## src/rtl/demux_stream_12_pkg.sv

```systemverilog
// Shared defaults and width helpers for the stream demultiplexer slice.
// Imported by the FIFO and the steering top.
package demux_stream_12_pkg;

  localparam int DS_N     = 32;
  localparam int DS_DEPTH = 2;

  // Occupancy counter width: must represent 0..DEPTH inclusive.
  function automatic int lvl_w(input int depth);
    return $clog2(depth) + 1;
  endfunction

endpackage

```

## src/rtl/sync_fifo.sv

```systemverilog
// Single-clock FIFO with level counter; full/empty derive from the level.
// Full refuses pushes even when a pop happens the same cycle (no bypass).
module sync_fifo
  import demux_stream_12_pkg::*;
#(
  parameter int N     = DS_N,
  parameter int DEPTH = DS_DEPTH
) (
  input  logic                   clk,
  input  logic                   rst,
  input  logic                   push,
  input  logic [N-1:0]           push_data,
  output logic                   full,
  input  logic                   pop,
  output logic [N-1:0]           pop_data,
  output logic                   empty,
  output logic [$clog2(DEPTH):0] level
);

  localparam int LVL_W = lvl_w(DEPTH);
  localparam int PTR_W = $clog2(DEPTH);

  logic [N-1:0]     mem_q [DEPTH];
  logic [PTR_W-1:0] wr_q, wr_d;
  logic [PTR_W-1:0] rd_q, rd_d;
  logic [LVL_W-1:0] lvl_q, lvl_d;
  logic             do_push;
  logic             do_pop;

  assign full     = (lvl_q == LVL_W'(DEPTH));
  assign empty    = (lvl_q == '0);
  assign do_push  = push & ~full;
  assign do_pop   = pop & ~empty;
  assign pop_data = mem_q[rd_q];
  assign level    = lvl_q;

  // Next-state pointers wrap naturally since DEPTH is a power of two.
  always_comb begin
    wr_d  = wr_q;
    rd_d  = rd_q;
    lvl_d = lvl_q;
    if (do_push) wr_d = wr_q + PTR_W'(1);
    if (do_pop)  rd_d = rd_q + PTR_W'(1);
    case ({do_push, do_pop})
      2'b10:   lvl_d = lvl_q + LVL_W'(1);
      2'b01:   lvl_d = lvl_q - LVL_W'(1);
      default: lvl_d = lvl_q;
    endcase
  end

  // Pointer and level registers; reset wins over push/pop.
  always_ff @(posedge clk) begin
    if (rst) begin
      wr_q  <= '0;
      rd_q  <= '0;
      lvl_q <= '0;
    end else begin
      wr_q  <= wr_d;
      rd_q  <= rd_d;
      lvl_q <= lvl_d;
    end
  end

  // Storage array; contents are don't-care while empty, so no reset.
  always_ff @(posedge clk) begin
    if (do_push && !rst) mem_q[wr_q] <= push_data;
  end

endmodule

```

## src/rtl/demux_stream_12.sv

```systemverilog
// 1-to-2 stream steering: in_sel picks FIFO A or B.
// Each output has its own FIFO so one stalled consumer never blocks the other.
module demux_stream_12
  import demux_stream_12_pkg::*;
#(
  parameter int N     = DS_N,
  parameter int DEPTH = DS_DEPTH
) (
  input  logic                   clk,
  input  logic                   rst,
  input  logic                   in_valid,
  input  logic                   in_sel,
  input  logic [N-1:0]           in_data,
  output logic                   in_ready,
  output logic                   a_valid,
  output logic [N-1:0]           a_data,
  input  logic                   a_ready,
  output logic                   b_valid,
  output logic [N-1:0]           b_data,
  input  logic                   b_ready,
  output logic [$clog2(DEPTH):0] a_level,
  output logic [$clog2(DEPTH):0] b_level
);

  localparam int LVL_W = lvl_w(DEPTH);

  logic             a_full, b_full;
  logic             a_empty, b_empty;
  logic             push_a, push_b;
  logic             accept;
  logic [LVL_W-1:0] a_lvl, b_lvl;

  // Readiness looks only at the selected FIFO, never at consumer ready.
  always_comb begin
    in_ready = 1'b0;
    if (!rst) in_ready = in_sel ? ~b_full : ~a_full;
  end

  assign accept = in_valid & in_ready;
  assign push_a = accept & ~in_sel;
  assign push_b = accept & in_sel;

  assign a_valid = ~a_empty;
  assign b_valid = ~b_empty;
  assign a_level = a_lvl;
  assign b_level = b_lvl;

  sync_fifo #(.N(N), .DEPTH(DEPTH)) u_fifo_a (
    .clk       (clk),
    .rst       (rst),
    .push      (push_a),
    .push_data (in_data),
    .full      (a_full),
    .pop       (a_ready),
    .pop_data  (a_data),
    .empty     (a_empty),
    .level     (a_lvl)
  );

  sync_fifo #(.N(N), .DEPTH(DEPTH)) u_fifo_b (
    .clk       (clk),
    .rst       (rst),
    .push      (push_b),
    .push_data (in_data),
    .full      (b_full),
    .pop       (b_ready),
    .pop_data  (b_data),
    .empty     (b_empty),
    .level     (b_lvl)
  );

endmodule

```

## config.mk

```make
export PLATFORM = sky130hd
export DESIGN_NAME = demux_stream_12
export DESIGN_NICKNAME = d
export VERILOG_FILES = /design/src/rtl/demux_stream_12_pkg.sv /design/src/rtl/sync_fifo.sv /design/src/rtl/demux_stream_12.sv
export SDC_FILE = /design/constraint.sdc
export NUM_CORES = 1
export LEC_CHECK = 0
export ABC_AREA = 0
export CAP_MARGIN = 25
export CORE_ASPECT_RATIO = 0.9
export CORE_MARGIN = 10
export CORE_UTILIZATION = 31
export CTS_CLUSTER_DIAMETER = 50
export DETAILED_ROUTE_END_ITERATION = 6
export GPL_TIMING_DRIVEN = 0
export SKIP_CTS_REPAIR_TIMING = 1
export SYNTH_ARGS = -nofsm -noshare
export SYNTH_HDL_FRONTEND = slang
export SYNTH_SLANG_ARGS = --single-unit
```

## constraint.sdc

```tcl
create_clock -name clk -period 6.9 [get_ports clk]
set_input_delay 0.69 -clock clk [delete_from_list [all_inputs] [get_ports clk]]
set_output_delay 0.69 -clock clk [all_outputs]
set_load 0.03 [all_outputs]
```

==> metrics.log, run 1 <==
INFO  metric number_of_distinct_library_cells_after_synthesis = 21
INFO  metric die_height = 141 µm
INFO  metric std_cell_rows = 44
INFO  metric nets = 425
INFO  metric first_global_vias = 2979
INFO  metric vdd.ir_drop.worst = 172 µV
INFO  metric core-area = 0.0161 mm²
INFO  metric preCtsSetupSlack = 3940 ps
INFO  metric timing.max_cap.violations = 0
INFO  metric fin_skew = 9.16 ps
INFO  metric clock_power_share = 36.8%
INFO  metric grt_start_max_net_pins = 19
INFO  metric async_reset_ff_share = 0%
INFO  metric pwr-share-seq = 43.8%
INFO  metric overflow = 0
INFO  metric top_cells_by_area_in_the_synthesized_netlist = sky130_fd_sc_hd__edfxtp_1 (76%), sky130_fd_sc_hd__mux2_2 (13%), sky130_fd_sc_hd__dfxtp_1 (4.0%)
INFO  metric grt_antenna_before_repair = 0
INFO  metric timing.final.crit_period = 3030 ps
INFO  metric min_path_type = register to register
INFO  metric timing.final.hold_violations = 0
INFO  metric h-tree-depth = 4
INFO  metric cts_buffer_depth = 2
INFO  metric vias = 2647
INFO  metric worst-slew-pin-transition = 686 ps
INFO  metric slew_headroom = 54.1%
INFO  metric worst_skew_pair.late_latency = 410 ps
INFO  metric end_kind = primary output
INFO  metric post_synth_inst_count = 254
INFO  metric rsz_0062_raised_after_global_routing = no
INFO  metric placer_congestion_estimate = 0.722
INFO  metric synth_seq_area_share = 79.9%
INFO  metric ys_warnings = 0
INFO  metric final-max-slew-violation-count = 0
INFO  metric drive_above_1_share = 24.9%
INFO  metric cp.required = 6210 ps
INFO  metric cp_cell_instances = clkbuf_1 > buf_2 > mux2_2 > clkdlybuf4s50_1
INFO  metric die_width = 155 µm
INFO  metric startpoint_type = register
INFO  metric yosysMostFrequentCell = sky130_fd_sc_hd__edfxtp_1
INFO  metric setup_ws = 3870 ps
INFO  metric power.density = 310 mW/mm²
INFO  metric cellInternalPower = 1.62 mW
INFO  metric critPathKind = register to primary output
INFO  metric clkSlewWorstSetupHoldPaths = 50 ps
INFO  metric static-leakage-power = 2.33 nW
INFO  metric synth-seq-cells = 138
INFO  metric postSynthAreaPerCell = 19.9 µm²
INFO  metric critical_path_arrival = 2340 ps
INFO  metric critical_path.n_buffers_inverters = 3
INFO  metric comb_power_share = 19.4%
INFO  metric setup-violations-final = 0
INFO  metric finalCoreUtilization = 43.9%
INFO  metric cts_inserted_buffers = 17
INFO  metric post-route-drc-count = 0
INFO  metric final_antenna_net_count = 0
INFO  metric timing.critical_path.max_delay_family = buffers and inverters
INFO  metric start_util = 31.5%
INFO  metric power_switching_share = 25.8%
INFO  metric crit_path_max_incr_delay = 630 ps
INFO  metric clock_sink_count = 138
INFO  metric detailedRoute.firstIterationViolations = 103
INFO  metric port-buffer-count = 108
INFO  metric mean_number_of_vias_per_cell = 4.38
INFO  metric setup_tns = 0 ps
INFO  metric dr.pass1.iters = 4
INFO  metric run_status = finished clean
INFO  metric grt_first_pass_wirelength = 17500 µm
INFO  metric syn2layout_area_growth = 39.5%
INFO  metric yosys-top-cells-count = sky130_fd_sc_hd__edfxtp_1 (128), sky130_fd_sc_hd__mux2_2 (60), sky130_fd_sc_hd__dfxtp_1 (10), sky130_fd_sc_hd__nor2_1 (10), sky130_fd_sc_hd__buf_2 (6)
INFO  metric netlist.top_cell.by_area = sky130_fd_sc_hd__edfxtp_1
INFO  metric fp.dieArea = 0.0219 mm²
INFO  metric synth_nets = 294
INFO  metric io_pins = 109
INFO  metric dpl.hpwl = 7710 µm
INFO  metric nFillCells = 1410
INFO  metric timing.critical_path.fanout_max = 10
INFO  metric track_usage = 10.6%
INFO  metric highest_achievable_clock_rate = 330 MHz
INFO  metric cp_max_stage_cell = sky130_fd_sc_hd__clkdlybuf4s50_1
INFO  metric clock-root-buffer = sky130_fd_sc_hd__clkbuf_16
INFO  metric diodes = 0
INFO  metric p_switching = 563 µW
INFO  metric fin_crit_sh = 43.9%
INFO  metric sum_of_routed_wire_length_over_all_layers = 11200 µm
INFO  metric tritoncts = built
INFO  metric yosys_most_used_dff = sky130_fd_sc_hd__edfxtp_1
INFO  metric netlist_area = 0.00506 mm²
INFO  metric synth_enable_flop_cells = 128
INFO  metric synth_top_area_share = 75.9%
INFO  metric drt-wirelength-per-cell = 18.5 µm
routing by layer:
layer  part of all wire [%]  up-vias  track usage, %
li1                       -     1248               -
met5                      0        -               0
met2                     50       69            16.7
met1                     42     1321            12.4
met3                    7.0        9            4.81
met4                    1.1        0            4.17
kinds of logic (layout without fill, tap and decap cells):
logic type / after synthesis / count (layout) / synth area share, %
flip-flops: 138 / 138 / 79.9
XOR/XNOR: 6 / 6 / 1.04
AO/OA/AOI/OAI: 11 / 11 / 1.38
AND/OR/NAND/NOR: 21 / 21 / 1.95
adder cells (fa/ha/maj): 2 / 2 / 0.494
multiplexers: 64 / 64 / 14.2
buffers and inverters: 12 / 156 / 1.04
layout by cell type, fill, tap and decap left out, drive strengths merged:
master         synthesis  layout
edfxtp               128     128
clkdlybuf4s50          0     108
mux2                  64      64
clkbuf                 3      24
dfxtp                 10      10
buf                    6      10
nor2                  10      10
clkinv                 0       9
xnor2                  4       4
o21ai                  4       4
inv                    3       3
a21oi                  3       3
o21a                   2       2
nand2b                 2       2
nand3                  2       2
or2                    2       2
nand2                  2       2
xor2                   2       2
or3                    2       2
a311o                  2       2
ha                     2       2
nor2b                  1       1
clkinvlp               0       1
bufinv                 0       1
metrics by stage:
step / cells / power (mW) / hold WS (ps) / cell area, µm²
2_1_floorplan: 254 / 1.22 / 447 / 5060
3_3_place_gp: 569 / 1.40 / 461 / 6400
3_5_place_dp: 573 / 1.41 / 498 / 6540
4_1_cts: 605 / 2.22 / 511 / 7060
5_1_grt: 605 / 2.28 / 577 / 7060
6_report: 605 / 2.19 / 509 / 7060
worst reg2reg max path: stages, from the launching register on:
cell and delay [ps]:
sky130_fd_sc_hd__dfxtp_1 420, sky130_fd_sc_hd__nand2b_1 190, sky130_fd_sc_hd__nand3_1 250, sky130_fd_sc_hd__nor2_4 610, sky130_fd_sc_hd__buf_16 240
state kept, by name, summed over array words and instances, names as in the netlist, named ones only:
register,flops
u_fifo_b.rd_q,1
u_fifo_a.rd_q,1
u_fifo_b.level,2
u_fifo_a.mem_q,64
u_fifo_b.wr_q,1
u_fifo_b.mem_q,64
u_fifo_a.level,2
u_fifo_a.wr_q,1
power by group through the flow:
stage	clock network (mW)	logic [mW]	registers (mW)
2_1_floorplan	0	0.238	0.983
3_3_place_gp	0	0.425	0.976
3_5_place_dp	0	0.433	0.976
4_1_cts	0.825	0.437	0.959
5_1_grt	0.866	0.455	0.962
6_report	0.804	0.424	0.959
final timing paths:
check | startpoint | endpoint | slack, ps | cells after the start
max | register | a_data[15] | 3870 | 4
min | u_fifo_a.rd_q | register | 510 | 2
max reg2reg | u_fifo_b.level[0] | u_fifo_b.mem_q[0][15] | 4890 | 4
min reg2reg | u_fifo_a.rd_q | register | 510 | 2
area by class of cell:
| class | count | area, µm² | area share, % |
|---|---|---|---|
| inverters | 3 | 11.3 | 0.159 |
| well taps | 207 | 259 | 3.67 |
| clock buffers | 21 | 440 | 6.23 |
| multi-input cells | 104 | 997 | 14.1 |
| plain buffers | 9 | 41.3 | 0.584 |
| clock inverters | 11 | 80.1 | 1.13 |
| flip-flops and latches | 138 | 4040 | 57.2 |
| repair buffers | 112 | 1190 | 16.9 |
No activity file was read; power rests on OpenSTA's default activity.
==> run 2, diff against run 1 <==
clock period = 2.6 ns   (was 6.9 ns; I/O delays follow)
==> run 2 against run 1 <==
  * Worst setup slack worse by 3700 ps
  * Clock skew about the same
  * Non-clock buffer count down 1
  * Global-route usage unchanged
  * Via count up 0.19%
  * Power rose to 2.7 times the previous value
  * Clock-buffer cell count unchanged
  * Register-to-register slack worse by 4300 ps
  * Die area unchanged
  * Critical endpoint is now b_data[26]
  * Largest power group unchanged
  * Highest routed layer unchanged
==> metrics.log, run 2 (synthesis gave the netlist of run 1 again) <==
INFO  metric static-leakage-power = 2.32 nW
INFO  metric startpoint_type = register
INFO  metric drive_above_1_share = 24.9%
INFO  metric setup-violations-final = 0
INFO  metric nFillCells = 1408
INFO  metric setup_ws = 148 ps
INFO  metric grt_antenna_before_repair = 0
INFO  metric detailedRoute.firstIterationViolations = 95
INFO  metric grt_start_max_net_pins = 19
INFO  metric die_height = 141 µm
INFO  metric placer_congestion_estimate = 0.722
INFO  metric highest_achievable_clock_rate = 408 MHz
INFO  metric timing.critical_path.fanout_max = 10
INFO  metric final-max-slew-violation-count = 0
INFO  metric sum_of_routed_wire_length_over_all_layers = 11200 µm
INFO  metric hold_critical_path_depth = 1
INFO  metric critPathKind = register to primary output
INFO  metric core-area = 0.0161 mm²
INFO  metric dr_wl_met3 = 733 µm
INFO  metric cp_max_stage_cell = sky130_fd_sc_hd__clkdlybuf4s50_1
INFO  metric overflow = 0
INFO  metric grt_first_pass_wirelength = 17500 µm
INFO  metric timing.final.crit_period = 2450 ps
INFO  metric rsz_0062_raised_after_global_routing = no
INFO  metric worstHoldEndpoint = u_fifo_a.mem_q[0][16]
INFO  metric seq_area = 0.00404 mm²
INFO  metric rr_startpoint = u_fifo_b.level[0]
INFO  metric clock-root-buffer = sky130_fd_sc_hd__clkbuf_16
INFO  metric end_kind = primary output
INFO  metric worst_skew_pair.late_latency = 410 ps
INFO  metric power.density = 821 mW/mm²
INFO  metric final_cell_mix = sky130_fd_sc_hd__edfxtp_1 (128), sky130_fd_sc_hd__clkdlybuf4s50_1 (108), sky130_fd_sc_hd__mux2_2 (60)
INFO  metric fin_skew = 9.39 ps
INFO  metric regToRegEndpoint = u_fifo_b.mem_q[0][15]
INFO  metric clkSlewWorstSetupHoldPaths = 50 ps
INFO  metric start_util = 31.5%
INFO  metric timing.final.hold_violations = 0
INFO  metric post-route-drc-count = 0
INFO  metric reg_top3 = u_fifo_a.mem_q: 64 flops, u_fifo_b.mem_q: 64 flops
INFO  metric min_path_type = input pin to register
INFO  metric timing.max_cap.violations = 0
INFO  metric regToRegSetupSlack = 590 ps
INFO  metric syn2layout_area_growth = 39.7%
INFO  metric io_pins = 109
INFO  metric fp.dieArea = 0.0219 mm²
INFO  metric post_dp_cell_area = 0.00654 mm²
INFO  metric std_cell_rows = 44
INFO  metric die_width = 155 µm
INFO  metric tritoncts = built
INFO  metric worst-slew-pin-transition = 687 ps
INFO  metric final_common_cell = sky130_fd_sc_hd__edfxtp_1
INFO  metric crit_path_max_incr_delay = 610 ps
INFO  metric mean_number_of_vias_per_cell = 4.39
INFO  metric diodes = 0
INFO  metric vdd.ir_drop.worst = 457 µV
INFO  metric dr.pass1.iters = 4
INFO  metric routed-wl-met2 = 5600 µm
INFO  metric critical_path_arrival = 2190 ps
INFO  metric highest-signal-layer = met4
INFO  metric design_area = 0.00708 mm²
INFO  metric worst_hold_startpoint = in_data[16]
INFO  metric nets = 424
INFO  metric vias = 2652
INFO  metric track_usage = 10.6%
INFO  metric route.layer.met1.wl = 4780 µm
INFO  metric cp_cell_instances = clkbuf_1 > buf_4 > mux2_2 > clkdlybuf4s50_1
INFO  metric port-buffer-count = 108
INFO  metric reg2reg_depth = 4
INFO  metric cts_inserted_buffers = 17
INFO  metric slew_headroom = 54.1%
INFO  metric clock_sink_count = 138
INFO  metric first_global_vias = 2979
INFO  metric multi_input_comb_area = 997 µm²
INFO  metric run_status = finished clean
INFO  metric fin_crit_sh = 94.3%
INFO  metric dpl.hpwl = 7710 µm
INFO  metric cp.required = 2340 ps
INFO  metric drt-wirelength-per-cell = 18.6 µm
INFO  metric cts_buffer_depth = 2
INFO  metric final_antenna_net_count = 0
INFO  metric h-tree-depth = 4
INFO  metric preCtsSetupSlack = 162 ps
## run 2: per-layer routing
metal,up-vias,track usage [%]
met5,-,0
met4,0,4.17
met3,9,4.81
met2,64,16.7
met1,1330,12.4
li1,1249,-
## run 2: how the worst max path moves through the flow
| stage | startpoint | to | slack [ps] | depth (start not counted) |
|---|---|---|---|---|
| 6_report | register | b_data[26] | 150 | 4 |
| 5_1_grt | register | a_data[15] | 6 | 3 |
| 4_1_cts | register | a_data[9] | -120 | 4 |
| 3_5_place_dp | in_valid | u_fifo_b.mem_q[0][20] | 160 | 5 |
| 3_3_place_gp | in_valid | u_fifo_a.mem_q[0][23] | -1590 | 4 |
| 2_1_floorplan | u_fifo_a.level[0] | u_fifo_a.mem_q[0][0] | -100 | 3 |
## run 2: metrics by stage
step                power (mW)  hold WS, ps  util (%)  cells  setup TNS (ps)
global route              6.07          467      44.0    604               0
detailed placement        3.74          498      40.7    573               0
CTS                       5.89          472      43.9    605           -2790
floorplan                 3.24          359         -    254          -12170
global placement          3.72          461      39.8    569         -197150
finish                    5.81          488      44.0    604               0
## run 2: layout make-up
type	count	area share (%)
flip-flops and latches	138	57.2
repair buffers	112	16.8
multi-input cells	104	14.1
clock buffers	21	6.22
well taps	207	3.66
clock inverters	11	1.13
plain buffers	8	0.743
inverters	3	0.159
## run 2: critical path, delay by kind of cell (launching register included)
family	cells	cell delay, ps
muxes	1	360
buffers and inverters	3	1120
DFF	1	300
## run 2: power breakdown
part,total (mW),switching (mW),internal (mW)
sequential,2.55,0.0394,2.51
clock,2.13,0.839,1.29
combinational,1.13,0.615,0.514
total,5.81,1.49,4.32
==> run 3, diff against run 2 <==
GPL_ROUTABILITY_DRIVEN = 0   (was unset)
==> results of run 3 <==
No change in the layout: final DEF, timing and power equal those of run 2.
